## config.mk

```make
export PLATFORM = sky130hd
export DESIGN_NAME = noc_eject_port
export DESIGN_NICKNAME = d
export VERILOG_FILES = /design/src/rtl/noc_eject_port.sv
export SDC_FILE = /design/constraint.sdc
export NUM_CORES = 1
export LEC_CHECK = 0
export ABC_AREA = 1
export ABC_CLOCK_PERIOD_IN_PS = 2080
export BUFFER_PORTS_ARGS = -buffer_cell sky130_fd_sc_hd__buf_4
export CORE_UTILIZATION = 30
export DETAILED_ROUTE_END_ITERATION = 16
export GPL_TIMING_DRIVEN = 0
export PLACE_DENSITY = 0.45
export SYNTH_ARGS = -nofsm -noshare
export SYNTH_HDL_FRONTEND = slang
export SYNTH_SLANG_ARGS = --single-unit
```

## constraint.sdc

```tcl
create_clock -name clk -period 2.08 [get_ports clk]
set_input_delay 0.416 -clock clk [delete_from_list [all_inputs] [get_ports clk]]
set_output_delay 0.416 -clock clk [all_outputs]
set_load 0.05 [all_outputs]
```

## src/rtl/noc_eject_port.sv

```systemverilog
// Receive-side endpoint for one crossbar output lane: DEPTH-entry flit FIFO with
// valid/ready eject, occupancy count and sticky overflow/misroute flags.
`ifndef ADDR_WIDTH
`define ADDR_WIDTH 4
`endif
`ifndef DATA_WIDTH
`define DATA_WIDTH 8
`endif

module noc_eject_port #(
   parameter int ADDR_WIDTH = `ADDR_WIDTH,
   parameter int DATA_WIDTH = `DATA_WIDTH,
   parameter int DEPTH      = 4,
   parameter int DEST_BITS  = 2,
   parameter logic [DEST_BITS-1:0] PORT_ID = '0
) (
   input  logic                        clk,
   input  logic                        rst_l,
   input  logic                        FIFO_ENQ,
   input  logic [ADDR_WIDTH+DATA_WIDTH-1:0] FIFO_IN,
   output logic                        FIFO_FULL,
   output logic                        EJ_VALID,
   output logic [ADDR_WIDTH-1:0]       EJ_ADDR,
   output logic [DATA_WIDTH-1:0]       EJ_DATA,
   input  logic                        EJ_READY,
   output logic [$clog2(DEPTH+1)-1:0]  COUNT,
   output logic                        OVERFLOW,
   output logic                        MISROUTE,
   input  logic                        CLR_ERR
);
   localparam int PW = $clog2(DEPTH);
   localparam int CW = $clog2(DEPTH+1);

   typedef struct packed {
      logic [ADDR_WIDTH-1:0] addr;
      logic [DATA_WIDTH-1:0] data;
   } flit_t;

   flit_t            mem [DEPTH];
   flit_t            head;
   logic [PW-1:0]    rd_ptr, wr_ptr;
   logic [CW-1:0]    count;
   logic             full, valid, accept, deq, dest_bad;

   function automatic logic [PW-1:0] next_ptr(input logic [PW-1:0] p);
      return (p == PW'(DEPTH-1)) ? '0 : p + 1'b1;
   endfunction

   // Status decodes come only from registered occupancy, so no input-to-full path.
   assign full     = (count == CW'(DEPTH));
   assign valid    = (count != '0);
   assign accept   = FIFO_ENQ & ~full;
   assign deq      = valid & EJ_READY;
   assign dest_bad = (FIFO_IN[DATA_WIDTH +: DEST_BITS] != PORT_ID);

   always_ff @(posedge clk or negedge rst_l) begin
      if (!rst_l) begin
         rd_ptr   <= '0;
         wr_ptr   <= '0;
         count    <= '0;
         OVERFLOW <= 1'b0;
         MISROUTE <= 1'b0;
      end else begin
         if (accept) wr_ptr <= next_ptr(wr_ptr);
         if (deq)    rd_ptr <= next_ptr(rd_ptr);
         case ({accept, deq})
            2'b10:   count <= count + 1'b1;
            2'b01:   count <= count - 1'b1;
            default: count <= count;
         endcase
         // A new error in the clearing cycle wins over the clear.
         OVERFLOW <= (FIFO_ENQ & full)      | (OVERFLOW & ~CLR_ERR);
         MISROUTE <= (accept & dest_bad)    | (MISROUTE & ~CLR_ERR);
      end
   end

   always_ff @(posedge clk) begin
      if (accept) mem[wr_ptr] <= flit_t'(FIFO_IN);
   end

   // Head is forced to zero while empty so stale entries never leak out.
   assign head      = valid ? mem[rd_ptr] : '0;
   assign EJ_ADDR   = head.addr;
   assign EJ_DATA   = head.data;
   assign EJ_VALID  = valid;
   assign FIFO_FULL = full;
   assign COUNT     = count;

endmodule

```

==> results of run 1 <==
-- through the flow --
stage               TNS (ns)  hold slack, ns   util  setup slack, ns
floorplan                  0           0.120      -           0.0631
global placement      -10.57           0.252  0.359           -0.233
detailed placement    -10.13           0.253  0.359           -0.227
CTS                    -8.29           0.273  0.386           -0.243
global route         -0.0385           0.267  0.393          -0.0131
finish                     0           0.285  0.393           0.0594
-- state kept, by name, indices dropped and copies added (netlist names) --
signal and count:
wr_ptr 2, MISROUTE 1, COUNT 3, mem 48, rd_ptr 2, OVERFLOW 1
-- cells by family after synthesis --
| group | count (synthesis) | share of synthesized area |
|---|---|---|
| AND/OR/NAND/NOR | 102 | 0.182 |
| buffers and inverters | 74 | 0.118 |
| flip-flops | 57 | 0.620 |
| AO/OA/AOI/OAI | 16 | 0.0409 |
| adder cells (fa/ha/maj) | 7 | 0.0354 |
| XOR/XNOR | 1 | 0.00326 |
-- final cells by class --
class	instances	area, um^2
fill	872	5270
sequential	57	1670
multi-input combinational	126	747
timing repair buffer	41	314
inverter	66	250
clock buffer	13	139
tap	108	135
buffer	8	90.1
clock inverter	3	65.1
-- final timing paths --
check	endpoint	cells past startpoint	startpoint	slack (ns)
min in group asynchronous	COUNT[0]	2	rst_l	0.45
worst min-delay path	mem[1][4]	1	FIFO_IN[4]	0.28
worst max-delay path	EJ_ADDR[1]	6	rd_ptr[0]	0.06
worst min register to register	OVERFLOW	2	OVERFLOW	0.49
max in group asynchronous	COUNT[2]	2	rst_l	1.47
worst max register to register	COUNT[2]	10	COUNT[0]	0.24
-- per-layer routing --
metal,routed length (um),part of all wire,up-vias,GRT usage
met5,0,0,-,0
met2,2740,0.47,26,0.212
li1,-,-,908,-
met4,127,0.022,0,0.0689
met3,160,0.028,13,0.0311
met1,2770,0.48,785,0.173
-- repair_timing --
action	4_1_cts	5_1_grt
setup buffers	0	4
cloned	0	0
hold buffers	1	0
endpoints found under the hold margin	9	0
pin swaps	0	1
setup endpoints to repair	58	29
gates resized for setup	7	9
-- cell usage in the layout, fill, tap and decap left out, drive strengths merged, types with 4 or more instances in the layout --
cell,count
a21oi,12
buf,47
clkbuf,14
dfrtp,9
edfxtp,48
ha,6
inv,66
nand2,67
nand3,28
nor2,5
o21ai,4
-- power breakdown --
part / total, mW / leakage (nW) / internal, mW / switching [mW]
Combinational: 3.12 / 0.926 / 1.00 / 2.11
Sequential: 1.64 / 0.547 / 1.53 / 0.112
Clock: 1.09 / 0.102 / 0.675 / 0.414
Total: 5.85 / 1.57 / 3.21 / 2.64
-- critical path, stage by stage, from the launching register on --
cell and delay (ns):
dfrtp_1 0.39, buf_6 0.14, buf_4 0.19, nand2_1 0.09
nand3_2 0.08, a21oi_2 0.16, buf_4 0.22
==> impl_metrics.json, run 1 <==
{
  "timing_hold_violations_final": 0,
  "max_slew_margin": 0.455,
  "most_used_flip_flop_cell_after_synthesis": "edfxtp_1",
  "final_design_area_no_fill_um2": 3410,
  "pin_count": 36,
  "drtIter0Drc": 60,
  "layout-area-overhead-vs-synth_pct": 26.8,
  "finalMaxSlewViolations": 0,
  "power.ir.vdd_worst_v": 0.000769,
  "timing.hold.worst.class": "primary input to register",
  "drt_wl_total_mm": 5.80,
  "syn-num-nets": 281,
  "detail_route.wl_per_cell_um": 13.7,
  "yosys_warnings": 0,
  "kind_of_capture_point_of_the_worst_setup_path": "primary output",
  "start_kind": "register",
  "antenna_found_initial": 0,
  "first_global_vias": 1761,
  "insertion_delay_ns": 0.33,
  "fp.dieArea_um2": 9350,
  "floorplan.core_area_um2": 8680,
  "grt_setup_unrepaired": "yes",
  "final.period_utilization": 0.971,
  "run_status": "complete, no violations",
  "die_h_um": 96.7,
  "post_synth_instance_area_um2": 2690,
  "fin_skew_ns": 0.00736,
  "count_of_port_buffers_added_during_placement": 35,
  "vias": 1732,
  "dpl_cell_area_um2": 3110,
  "yosysTopAreaCellShare": 0.536,
  "detailedPlacementHpwl_mm": 3.56,
  "cts_sinks": 57,
  "max_freq_mhz": 495,
  "maxCapViolCount": 0,
  "clock_path_buffers": 2,
  "period_needed_ns": 2.02,
  "row_count": 34,
  "finalNonFillerCells": 422,
  "ant_nets": 0,
  "globalplace.congestion": 0.695,
  "timing.critical_path.arrival_ns": 1.60,
  "synth_edf_count": 48,
  "synthesis.instances": 257,
  "worst_slew_pin_slew_ns": 0.817,
  "synthMostInstantiatedCell": "inv_1",
  "share_of_synthesized_registers_carrying_an_async_set_or_reset": 0.158,
  "grt_start_max_net_pins": 13,
  "initial_utilization": 0.310,
  "setup_viol_count_final": 0,
  "totalPowerFinal_mw": 5.85,
  "placed_cells_incl_taps": 400,
  "die_w_um": 96.7,
  "globalRouteTotalUtil": 0.134,
  "synth.ff_latch_count": 57,
  "avgViaCountPerCell": 4.10,
  "fraction_of_layout_cells_with_a_size_suffix_above_1": 0.325,
  "grt_first_pass_wirelength_mm": 9.23,
  "gr-total-overflow": 0,
  "worst-path-max-fanout": 10,
  "power.density_cell_area_nw_per_um2": 1710,
  "final_nets": 333,
  "post_synth.cell_area_avg_um2": 10.5,
  "synth.top_cells.by_count": "inv_1, nand2_1, edfxtp_1, nand3_1",
  "cts_max_level": 3,
  "synth_area_leader_cell": "edfxtp_1",
  "synthDistinctLibCells": 21,
  "worst-endpoint-required_ns": 1.66,
  "cts_tree": "yes",
  "clk_pin_slew_ns": 0.06,
  "drc": 0,
  "synth_area_leaders": "edfxtp_1, inv_1, dfrtp_1, nand2_1, nand3_1",
  "worst-setup-path-type": "register to primary output",
  "power.static_leakage_nw": 1.57,
  "drtPass1Iterations": 5,
  "synth.yosys.seq_area_share": 0.620,
  "clk_root_buffer_cell": "clkbuf_8",
  "cts_inserted_buffers": 9,
  "antennaDiodeCount": 0
}
No activity file was read; power rests on OpenSTA's default activity.
==> run 2, diff against run 1 <==
ABC_AREA = 0   (was 1)
PLACE_DENSITY = 0.46   (was 0.45)
==> run 2 against run 1 <==
Net effect:
- the flow now finishes with violations (setup timing)
- non-clock buffer count is 4 higher
- global-route usage is 1.0 points lower
- register-to-register slack worse by 0.13 ns
- die area is 12% lower
- clock-buffer cell count is 1 lower
- flip-flop and latch count stayed put
- critical path depth is 1 lower
- highest routed layer unchanged
==> impl_metrics.json, run 2 <==
{
  "run_status": "complete, but fails checks",
  "failed_checks": "setup timing",
  "grt_start_max_net_pins": 13,
  "critical_path.slowest_cell": "mux4_2",
  "synth.ff_latch_count": 57,
  "reg2reg_slack_ns": 0.11,
  "final_nets": 207,
  "max_flop_register": "mem",
  "drt_wl_total_mm": 4.54,
  "power.ir.vdd_worst_v": 0.00101,
  "setup_viol_count_final": 12,
  "post_synth.cell_area_avg_um2": 19.1,
  "vias": 1268,
  "totalPowerFinal_mw": 5.93,
  "detailedPlacementHpwl_mm": 2.84,
  "cts_inserted_buffers": 9,
  "clk_pin_slew_ns": 0.06,
  "worst-endpoint-required_ns": 1.66,
  "maxCapViolCount": 0,
  "syn-num-nets": 147,
  "floorplan.core_area_um2": 7410,
  "most_used_flip_flop_cell_after_synthesis": "edfxtp_1",
  "timing.setup.tns_ns": -0.996,
  "worst_r2r_endpoint": "COUNT[2]",
  "post_synth_instance_area_um2": 2350,
  "clk_root_buffer_cell": "clkbuf_8",
  "pin_count": 36,
  "grt_first_pass_wirelength_mm": 7.27,
  "cts_tree": "yes",
  "layout_common_cells": "edfxtp_1, buf_4, and2_4",
  "die_h_um": 90.6,
  "synth_area_leader_cell": "edfxtp_1",
  "cp-startpoint": "rd_ptr[0]",
  "worst-path-max-fanout": 5,
  "cts_max_level": 3,
  "yosys_warnings": 0,
  "initial_utilization": 0.318,
  "fillerInstances": 669,
  "insertion_delay_ns": 0.33,
  "timing.critical_path.arrival_ns": 1.77,
  "final.period_utilization": 1.05,
  "synth_edf_count": 48,
  "drtIter0Drc": 75,
  "gr-total-overflow": 0,
  "power.static_leakage_nw": 1.25,
  "kind_of_capture_point_of_the_worst_setup_path": "primary output",
  "die_w_um": 90.6,
  "ant_nets": 0,
  "power.density_cell_area_nw_per_um2": 1830,
  "period_needed_ns": 2.18,
  "synth_area_leaders": "edfxtp_1, mux4_2, dfrtp_1, and2_1, ha_1",
  "timing.critical_path.to": "EJ_DATA[1]",
  "antenna_found_initial": 0,
  "drc": 0,
  "dp_slack_ns": 0.0762,
  "avgViaCountPerCell": 4.42,
  "max_slew_margin": 0.524,
  "synthDistinctLibCells": 22,
  "worst_slew_pin_slew_ns": 0.714,
  "drtPass1Iterations": 4,
  "clock_path_buffers": 2,
  "final_core_utilization": 0.438,
  "synthesis.instances": 123,
  "globalplace.congestion": 0.655,
  "worst_path_dominant_cell_family": "multiplexers",
  "post-route-worst-setup-slack_ns": -0.101,
  "worst-setup-path-type": "register to primary output",
  "detail_route.wl_per_cell_um": 15.8,
  "finalMaxSlewViolations": 0,
  "fp.dieArea_um2": 8200,
  "globalRouteTotalUtil": 0.124,
  "cts_sinks": 57,
  "fraction_of_layout_cells_with_a_size_suffix_above_1": 0.543,
  "grt_setup_unrepaired": "yes",
  "final_design_area_no_fill_um2": 3240,
  "dpl_cell_area_um2": 2760,
  "worst_r2r_startpoint": "COUNT[0]",
  "path_depth": 5,
  "fin_skew_ns": 0.00860,
  "largest_register_ff_count": 48,
  "first_global_vias": 1413,
  "synth.top_cells.by_count": "edfxtp_1, and2_1, mux4_2, dfrtp_1, inv_1",
  "slowest_delay_ns": 0.49,
  "max_freq_mhz": 458,
  "timing.hold.worst.class": "primary input to register",
  "antennaDiodeCount": 0,
  "reg2reg_depth": 10,
  "synthMostInstantiatedCell": "edfxtp_1",
  "synth.yosys.seq_area_share": 0.709,
  "layout_commonest_cell": "edfxtp_1",
  "share_of_synthesized_registers_carrying_an_async_set_or_reset": 0.158,
  "yosysTopAreaCellShare": 0.613,
  "count_of_port_buffers_added_during_placement": 35,
  "start_kind": "register",
  "row_count": 31,
  "crit_chain": "buf_6 > buf_12 > mux4_2 > and2_4 > buf_8",
  "timing_hold_violations_final": 0,
  "cp_num_buf_inv": 3,
  "layout-area-overhead-vs-synth_pct": 37.9
}
-- run 2: kinds of logic (layout without fill, tap and decap cells) --
| kind of cell | after synthesis | after routing | synth area share |
|---|---|---|---|
| buffers and inverters | 12 | 77 | 0.0266 |
| XOR/XNOR | 3 | 3 | 0.0112 |
| flip-flops | 57 | 57 | 0.709 |
| AO/OA/AOI/OAI | 2 | 2 | 0.00479 |
| AND/OR/NAND/NOR | 25 | 25 | 0.0670 |
| adder cells (fa/ha/maj) | 7 | 7 | 0.0404 |
| multiplexers | 17 | 17 | 0.141 |
-- run 2: routing by layer --
layer | GRT usage | vias to the layer above | wire length (um)
met4 | 0.0766 | 0 | 95
met2 | 0.201 | 34 | 2300
li1 | - | 580 | -
met5 | 0 | - | 0
met3 | 0.0320 | 10 | 218
met1 | 0.147 | 644 | 1920
-- run 2: area by class of cell --
type / instances / area, um^2 / area share
sequential: 57 / 1670 / 0.515
multi-input combinational: 54 / 682 / 0.210
timing repair buffer: 49 / 488 / 0.150
clock buffer: 12 / 135 / 0.0417
tap: 99 / 124 / 0.0382
clock inverter: 4 / 67.6 / 0.0208
buffer: 4 / 46.3 / 0.0143
inverter: 8 / 30.0 / 0.00926
-- run 2: how the worst min path moves through the flow --
stage                       start  endpoint  slack (ns)  depth (start not counted)
after detailed placement    rst_l  OVERFLOW        0.25                          1
after global routing      CLR_ERR  OVERFLOW        0.27                          2
after floorplan             rst_l  COUNT[0]        0.12                          0
after CTS                 CLR_ERR  OVERFLOW        0.26                          2
after global placement      rst_l  OVERFLOW        0.25                          1
final                     CLR_ERR  OVERFLOW        0.27                          2
-- run 2: through the flow --
step | hold slack, ns | std cells
2_1_floorplan | 0.120 | 123
3_3_place_gp | 0.245 | 257
4_1_cts | 0.261 | 283
6_report | 0.274 | 287
3_5_place_dp | 0.247 | 257
5_1_grt | 0.266 | 287
-- run 2: timing repair --
item,CTS,global route
pin swaps,8,8
hold buffers,1,0
hold endpoints to repair,9,0
setup endpoints to repair,13,13
buffers inserted,8,4
gates resized for setup,35,11
gates cloned,1,0
-- run 2: where the power goes --
group	internal (mW)	switching, mW	leakage [nW]
Clock	0.668	0.404	0.0997
Combinational	1.54	1.65	0.607
Sequential	1.54	0.130	0.544
